===== config.mk =====
export PLATFORM = sky130hd
export DESIGN_NAME = clock_display_mux
export DESIGN_NICKNAME = d
export VERILOG_FILES = /design/src/rtl/clock_display_pkg.sv /design/src/rtl/clock_display_mux_seg7_decode.sv /design/src/rtl/clock_display_mux.sv
export SDC_FILE = /design/constraint.sdc
export NUM_CORES = 1
export LEC_CHECK = 0
export BUFFER_PORTS_ARGS = -buffer_cell sky130_fd_sc_hd__buf_2
export CORE_ASPECT_RATIO = 0.9
export CORE_UTILIZATION = 55
export CTS_CLUSTER_DIAMETER = 100
export DETAILED_ROUTE_END_ITERATION = 10
export GPL_TIMING_DRIVEN = 0
export PLACE_DENSITY = 0.88
export SYNTH_ARGS = -nofsm -noshare
export SYNTH_HDL_FRONTEND = slang
export SYNTH_SLANG_ARGS = --single-unit

===== constraint.sdc =====
create_clock -name clk -period 4.7 [get_ports clk]
set_input_delay 0.47 -clock clk [delete_from_list [all_inputs] [get_ports clk]]
set_output_delay 0.47 -clock clk [all_outputs]
set_load 0.1 [all_outputs]

===== src/rtl/clock_display_pkg.sv =====
// Shared constants and types for the four-digit time-of-day display driver.
package clock_display_pkg;

    // Active-low segment patterns, bit order {g,f,e,d,c,b,a}
    localparam logic [6:0] SEG_0     = 7'b1000000;
    localparam logic [6:0] SEG_1     = 7'b1111001;
    localparam logic [6:0] SEG_2     = 7'b0100100;
    localparam logic [6:0] SEG_3     = 7'b0110000;
    localparam logic [6:0] SEG_4     = 7'b0011001;
    localparam logic [6:0] SEG_5     = 7'b0010010;
    localparam logic [6:0] SEG_6     = 7'b0000010;
    localparam logic [6:0] SEG_7     = 7'b1111000;
    localparam logic [6:0] SEG_8     = 7'b0000000;
    localparam logic [6:0] SEG_9     = 7'b0010000;
    localparam logic [6:0] SEG_DASH  = 7'b0111111;
    localparam logic [6:0] SEG_BLANK = 7'b1111111;

    typedef logic [1:0] digit_idx_t;

    typedef enum logic {
        DISP_HHMM = 1'b0,
        DISP_MMSS = 1'b1
    } disp_mode_t;

    // Decimal tens of a 6-bit value (0..6 for any input)
    function automatic logic [3:0] dec_tens(input logic [5:0] value);
        return 4'(value / 6'd10);
    endfunction

    // Decimal ones of a 6-bit value
    function automatic logic [3:0] dec_ones(input logic [5:0] value);
        return 4'(value % 6'd10);
    endfunction

endpackage


===== src/rtl/clock_display_mux_seg7_decode.sv =====
// Combinational BCD digit to active-low 7-segment pattern, with dash and blank overrides.
module seg7_decode
    import clock_display_pkg::*;
(
    input  logic [3:0] digit,
    input  logic       dash,
    input  logic       blank,
    output logic [6:0] seg
);

    // Blank wins over dash; non-decimal codes fall back to a dash so the pins never see junk
    always_comb begin
        seg = SEG_DASH;
        if (blank) begin
            seg = SEG_BLANK;
        end else if (!dash) begin
            case (digit)
                4'd0:    seg = SEG_0;
                4'd1:    seg = SEG_1;
                4'd2:    seg = SEG_2;
                4'd3:    seg = SEG_3;
                4'd4:    seg = SEG_4;
                4'd5:    seg = SEG_5;
                4'd6:    seg = SEG_6;
                4'd7:    seg = SEG_7;
                4'd8:    seg = SEG_8;
                4'd9:    seg = SEG_9;
                default: seg = SEG_DASH;
            endcase
        end
    end

endmodule


===== src/rtl/clock_display_mux.sv =====
// Time-multiplexed four-digit 7-segment driver for the time-of-day counter.
// Shows HH:MM or MM:SS from a per-frame snapshot, with a colon on digit 2.
module clock_display_mux
    import clock_display_pkg::*;
#(
    parameter int REFRESH_DIV     = 100000,
    parameter bit BLANK_HOUR_TENS = 1'b1
) (
    input  logic       clk,
    input  logic       reset_n,
    input  logic [5:0] second,
    input  logic [5:0] minute,
    input  logic [4:0] hour,
    input  logic       mode,
    output logic [3:0] an,
    output logic [6:0] seg,
    output logic       dp
);

    localparam int CNT_W = (REFRESH_DIV > 2) ? $clog2(REFRESH_DIV) : 1;
    localparam logic [CNT_W-1:0] CNT_LAST = CNT_W'(REFRESH_DIV - 1);

    logic [CNT_W-1:0] refresh_cnt;
    logic             tick;
    // scan_idx is the digit that the next tick puts on the pins
    digit_idx_t       scan_idx;
    logic             frame_start;

    logic [5:0]       snap_second;
    logic [5:0]       snap_minute;
    logic [4:0]       snap_hour;
    disp_mode_t       snap_mode;

    logic [5:0]       cur_second;
    logic [5:0]       cur_minute;
    logic [4:0]       cur_hour;
    disp_mode_t       cur_mode;

    logic [5:0]       left_val;
    logic [5:0]       right_val;
    logic             left_bad;
    logic             right_bad;
    logic [3:0]       digit_val;
    logic             digit_dash;
    logic             digit_blank;
    logic             colon_on;
    logic [6:0]       seg_next;

    assign tick        = (refresh_cnt == CNT_LAST);
    // Digit 0 of every frame, including the very first tick after reset, takes a new sample
    assign frame_start = tick && (scan_idx == digit_idx_t'(0));

    // Refresh counter: free-running 0..REFRESH_DIV-1, wrap produces the tick
    always_ff @(posedge clk or negedge reset_n) begin
        if (!reset_n) begin
            refresh_cnt <= '0;
        end else if (tick) begin
            refresh_cnt <= '0;
        end else begin
            refresh_cnt <= refresh_cnt + 1'b1;
        end
    end

    // Scan index advances one digit per tick, wrapping 3 -> 0
    always_ff @(posedge clk or negedge reset_n) begin
        if (!reset_n) begin
            scan_idx <= '0;
        end else if (tick) begin
            scan_idx <= scan_idx + 1'b1;
        end
    end

    // Snapshot of the time fields and mode, refreshed only at frame start
    always_ff @(posedge clk or negedge reset_n) begin
        if (!reset_n) begin
            snap_second <= '0;
            snap_minute <= '0;
            snap_hour   <= '0;
            snap_mode   <= DISP_HHMM;
        end else if (frame_start) begin
            snap_second <= second;
            snap_minute <= minute;
            snap_hour   <= hour;
            snap_mode   <= disp_mode_t'(mode);
        end
    end

    // Digit 0 is rendered from the sample being captured on the same edge
    always_comb begin
        cur_second = frame_start ? second : snap_second;
        cur_minute = frame_start ? minute : snap_minute;
        cur_hour   = frame_start ? hour   : snap_hour;
        cur_mode   = frame_start ? disp_mode_t'(mode) : snap_mode;
    end

    // Field selection, range check and per-digit decimal split
    always_comb begin
        left_val    = (cur_mode == DISP_MMSS) ? cur_minute : {1'b0, cur_hour};
        right_val   = (cur_mode == DISP_MMSS) ? cur_second : cur_minute;
        left_bad    = (cur_mode == DISP_MMSS) ? (cur_minute >= 6'd60) : (cur_hour >= 5'd24);
        right_bad   = (right_val >= 6'd60);
        digit_val   = 4'd0;
        case (scan_idx)
            2'd0:    digit_val = dec_ones(right_val);
            2'd1:    digit_val = dec_tens(right_val);
            2'd2:    digit_val = dec_ones(left_val);
            default: digit_val = dec_tens(left_val);
        endcase
        digit_dash  = scan_idx[1] ? left_bad : right_bad;
        digit_blank = BLANK_HOUR_TENS && (cur_mode == DISP_HHMM) &&
                      (scan_idx == digit_idx_t'(3)) && (cur_hour < 5'd10);
        colon_on    = (scan_idx == digit_idx_t'(2)) &&
                      ((cur_mode == DISP_MMSS) || !cur_second[0]);
    end

    seg7_decode u_seg7_decode (
        .digit (digit_val),
        .dash  (digit_dash),
        .blank (digit_blank),
        .seg   (seg_next)
    );

    // Output registers: anode, segments and colon switch together on the tick
    always_ff @(posedge clk or negedge reset_n) begin
        if (!reset_n) begin
            an  <= 4'b1111;
            seg <= SEG_BLANK;
            dp  <= 1'b1;
        end else if (tick) begin
            an  <= ~(4'b0001 << scan_idx);
            seg <= seg_next;
            dp  <= ~colon_on;
        end
    end

endmodule


Word level (Yosys, flattened, before mapping)
Memory sizes are Yosys's and may differ from the RTL's.
Index checks and enable logic that the tools add are counted.
- register bits after elaboration: 49
- memories: 1
- memory bits (read-only): 112
- word-level logic and storage cells: 47
- eq/ne operators: 4
- reductions and logical operators: 7
- multiplexer cells: 12
- add/sub/neg operators: 2
- bitwise logic cells: 3
- shift-type cells: 1
- $lt $le $gt $ge: 4
- divide/modulo/power cells: 4
- memories (memory ; words ; bits a word ; rd ports ; clocked after memory_dff ; wr ports ; RTL line ; text):
    (no name shown) ; 16 ; 7 ; 1 ; 0 ; 0 ; clock_display_mux_seg7_decode.sv:17 ; case (digit)
- operators with widths (operator ; count):
    2-to-1 mux 6 bit ; 4
    adder 17 x 1 -> 17 bit (second input constant) ; 1
    equality test 17 bit (second input constant) ; 1
    2-to-1 mux 17 bit ; 1
    2-to-1 mux 7 bit ; 2
    divider 6 x 4 -> 6 bit (second input constant) ; 2
    >= comparator 6 bit (second input constant) ; 2
    remainder unit 6 x 4 -> 6 bit (second input constant) ; 2
    one-hot mux 4 bit (3 select lines) ; 1
    >= comparator 5 bit (second input constant) ; 1
    < comparator 5 x 4 -> 1 bit (second input constant) ; 1
    2-to-1 mux 5 bit ; 1
    equality test 2 bit (second input constant) ; 2
    logical AND 1 bit ; 4
    inverter 4 bit ; 1
    left shift 1 x 2 -> 4 bit (first input constant) ; 1
    2-to-1 mux 1 bit ; 3
    adder 2 x 1 -> 2 bit (second input constant) ; 1
    equality test 2 x 1 -> 1 bit (second input constant) ; 1
    zero test 2 bit ; 1
    inverter 1 bit ; 2
    zero test 1 bit ; 1
    logical OR 1 bit ; 1

Logic depth before layout (Yosys ltp)
An unclocked memory read counts as a cell.
- depth after elaboration: 9
- mapped depth: 22

By module
From an unflattened synthesis, not the netlist that was laid out.
- cell total of the unflattened synthesis: 391
- area, all modules: 3457.1 um^2
- modules (own cells, without submodules) (module ; times used ; area an instance (um^2) ; cells an instance ; sequential area each (um^2)):
    clock_display_mux ; 1 ; 3254.4 ; 363 ; 1241.2
    seg7_decode ; 1 ; 202.7 ; 28 ; 0.0

Worst setup path before layout
OpenSTA, ideal clock, no wires.
- kind: register to register
- start point: register refresh_cnt[0]
- end point: register seg[5]
- arrival: 4.413 ns
- cell stages (with the launch flop): 22
- library setup time: 0.060 ns
- clock period less this slack: 4.474 ns
- path slack: 0.226 ns
- path buffers: 2
- path through: dfrtp_1 ha_1 and4_1 buf_4 and4_1 buf_4 a21oi_1 a211oi_2 nor2_1 inv_1 ha_1 o21bai_1 o21a_2 or3_1 and3_1 ha_1 or3_1 o22ai_2 a221oi_4 and2_2 a31oi_1 o21a_1
- longest elaborated chain between the ends: 9
- elaborated cells between the ends (all ways): 25
- classes of those cells: div (4); order compare (4); eq/ne (1); mux (11); bitwise (1); reduce/logical (3); memory (1)
- ends and longest elaborated chain (what ; RTL line ; text):
    start, declared ; clock_display_mux.sv:23 ; logic [CNT_W-1:0] refresh_cnt;
    start signal, assigned ; clock_display_mux.sv:60 ; refresh_cnt <= refresh_cnt + 1'b1;
    equality test 17 bit * ; clock_display_mux.sv:49 ; assign tick = (refresh_cnt == CNT_LAST);
    logical AND 1 bit ; clock_display_mux.sv:51 ; assign frame_start = tick && (scan_idx == digit_idx_t'(0));
    2-to-1 mux 5 bit, or another cell as far along ; - ;
    2-to-1 mux 6 bit, on equally long branches ; clock_display_mux.sv:98, clock_display_mux.sv:99 ;
    divider 6 x 4 -> 6 bit / remainder unit 6 x 4 -> 6 bit (equally long branches) ; clock_display_pkg.sv:27, clock_display_pkg.sv:32 ;
    one-hot mux 4 bit (3 select lines) ; clock_display_mux.sv:103 ; case (scan_idx)
    memory read (16 x 7 bit) ; - ;
    2-to-1 mux 7 bit ; clock_display_mux_seg7_decode.sv:16 ; end else if (!dash) begin
    2-to-1 mux 7 bit ; clock_display_mux_seg7_decode.sv:14 ; if (blank) begin
    end signal, assigned ; clock_display_mux.sv:131 ; seg <= seg_next;
    end, declared ; clock_display_mux.sv:16 ; output logic [6:0] seg,
Mark *: on every way between the ends. The rest lies on a longest branch, timed or not.
A chain may end at the register's enable or synchronous reset.

Worst setup path after layout
- start point: register refresh_cnt[1]
- end point: register seg[6]
The elaborated chain is that of the path after synthesis.

==> reports/qor.yml <==
run_status:
  outcome: "complete, no violations"
global_routing:
  overflow: 0
  antenna_found_initial: 0
  grt_start_max_net_pins: 50
  grt_use_total_pct: 30.0
  grt_pass1_vias: 3366
  grt_pass1_wl_um: 16100
power_and_ir_drop:
  p_per_area_nw_per_um2: 173
  irDropWorstVdd_v: 0.000121
  cellLeakagePower_nw: 1.97
logic_synthesis:
  postSynthAreaPerCell_um2: 8.89
  synth-edff-count: 0
  synth_top_area_cell: "dfrtp_1"
  ys_top_cells_by_area: "dfrtp_1 (25%), dfstp_2 (8.6%), mux2i_1 (6.8%)"
  ys_ff_latch: 49
  synth_warnings: 0
  async_flop_share_pct: 100
  netlist_area_um2: 3650
  synth_nets: 446
  synth.top_cell.area_share_pct: 25.3
  netlist-cell-type-count: 72
  yosysSeqAreaShare_pct: 34.0
  synthFlopType: "dfrtp_1"
  netlist_instances: 411
clock_network:
  cts_tree: "yes"
  insertion_delay_ns: 0.32
  clk_pin_slew_worst_paths_ns: 0.10
  cts_sinks: 49
  cts_made_buffers: 5
  clockBufferDepth: 2
  cts-root-buf: "clkbuf_8"
  cts_max_level: 2
drt:
  first_iter_violations: 370
  ant_nets: 0
  drcViolationCount: 0
  routed_via_density: 6.40
  drt-pass1-iter-count: 5
  wl_per_cell_um: 18.8
  dr_total_vias: 3618
  drt_wl_total_um: 10600
die:
  boundaryPins: 32
  die_w_um: 87.9
  placementRows: 27
  initial_core_util_pct: 58.5
  die-area_um2: 6980
  fp.dieH_um: 79.3
  coreArea_um2: 6250
timing:
  tightestPinTransition_ns: 1.10
  slew_headroom_pct: 26.7
  hold_violations: 0
  hold_ws_ns: 0.346
  setup_viol: 0
  drv_slew: 0
  fin_crit_ns: 4.65
  period_share_pct: 99.0
  fmax_ghz: 0.215
  fin_worst_skew_ns: 0.00463
setup_path:
  startpoint_type: "register"
  cp_cell_sequence: "ha_4, and4_1, buf_6, nand4_4, nor2_8, buf_4, a211oi_2, buf_4, buf_4, buf_4, buf_4, o22a_1, o21a_2, or3_4, and3_1, ha_4, or3_4, o22ai_4, a221oi_4, a2111o_1, o21ai_1"
  path_class: "register to register"
  crit_path_max_incr_delay_ns: 0.43
  r2r_cells: 21
  crit_path_end_kind: "register"
  critPathSlowestCell: "dfrtp_1"
  crit_path_frequent_cell: "buf_4"
  rrSetupSlack_ns: 0.05
  arrival_ns: 4.90
  worstPathMaxFanout: 5
  worstPathRequired_ns: 4.95
final_layout:
  fin_util_pct: 71.7
  final_cell_area_um2: 4480
  drive_gt1_share_pct: 31.0
  antenna_cells: 0
  nNetsFinal: 512
  finalNonFillerCells: 565
  syn_to_final_growth_pct: 22.6
placed_design:
  dpl.cell_count: 528
  io_buffers: 30
  gp_congestion: 0.905
  place_area_um2: 3910
  hpwl_um: 6880
job:
  max-cap-violations: 0
min_path:
  worstHoldPathType: "primary input to async pin"
-- critical path, delay by kind of cell, from the launching register on --
family	cells	cell delay (ns)
buffers and inverters	6	0.85
adders and majority gates	2	0.39
DFF	1	0.43
and+or+nand+nor	6	1.55
AOI/OAI and AO/OA	7	1.38
-- through the flow --
step | power, mW | worst slack, ns | setup TNS, ns
floorplan | 0.442 | 0.226 | 0
global placement | 0.464 | -0.242 | -0.966
detailed placement | 0.465 | -0.363 | -1.85
CTS | 0.778 | 0.000843 | 0
global route | 0.800 | -0.0443 | -0.198
finish | 0.777 | 0.0458 | 0
-- cell type report --
type	count	area, um2
timing repair buffer	59	384
clock inverter	1	11.3
sequential	49	1240
buffer	16	83.8
fill	448	1770
tap	87	109
multi-input combinational	327	2470
inverter	19	76.3
clock buffer	7	108
-- path summary, 6_finish.rpt --
path	startpoint	end
hold / removal	reset_n	snap_hour[0]
setup / recovery	refresh_cnt[1]	seg[6]
hold reg to reg	snap_second[5]	snap_second[5]
setup reg to reg	refresh_cnt[1]	seg[6]
min in group clk	second[5]	snap_second[5]
max in group asynchronous	reset_n	snap_hour[4]
-- registers in the layout, summed over array words and instances, names as in the netlist --
name	cells
seg	7
snap_hour	5
an	4
refresh_cnt	17
snap_minute	6
snap_second	6
dp	1
snap_mode	1
scan_idx	2
-- cell usage in the layout (no fill, tap or decap), types with 5 or more instances in the layout --
cell / n
nor2_1: 30
buf_2: 34
nand2b_1: 6
ha_1: 9
a21oi_1: 17
nor3_1: 8
nand4_1: 7
and3_1: 5
mux2i_1: 24
clkbuf_1: 9
dfrtp_1: 37
xnor2_1: 8
nand2_1: 65
o21ai_0: 14
xor2_1: 8
buf_4: 27
dfstp_2: 12
mux2_2: 12
clkbuf_8: 6
nand3_1: 12
inv_1: 14
-- metal layers --
| layer | GRT usage, % | share of wire, % |
|---|---|---|
| met2 | 50.3 | 48 |
| met4 | 13.4 | 3.9 |
| met5 | 0 | 0 |
| met1 | 37.8 | 41 |
| met3 | 4.89 | 8.0 |
-- repair_timing --
item | in CTS | in global routing
hold buffers | 0 | 0
resized for setup | 11 | 32
pin swaps | 5 | 11
cloned | 0 | 1
setup buffers | 13 | 16
endpoints found under the setup margin | 7 | 7
-- synthesized netlist by cell type (all sizes together), types with 9 or more instances --
| library cell | count |
|---|---|
| mux2i | 25 |
| clkbuf | 10 |
| mux2 | 13 |
| ha | 15 |
| inv | 18 |
| nor2 | 32 |
| nand3 | 12 |
| dfrtp | 37 |
| a211oi | 9 |
| o21ai | 18 |
| nand2 | 65 |
| a21oi | 22 |
| dfstp | 12 |
-- power by group --
| group | internal [mW] | switching [mW] | total, mW |
|---|---|---|---|
| Clock | 0.156 | 0.162 | 0.318 |
| Sequential | 0.422 | 0 | 0.422 |
| Combinational | 0.0121 | 0.0248 | 0.0370 |
| Total | 0.590 | 0.187 | 0.777 |
-- logic make-up after synthesis --
group	after synthesis	share of synthesized area, %
buffers and inverters	36	4.07
DFF	49	34.0
AOI/OAI and AO/OA	93	19.3
muxes	38	11.0
adders and majority gates	15	5.14
and+or+nand+nor	164	22.7
xor gates and xnor gates	16	3.83
Note: power is estimated with default switching activity, not from simulation.
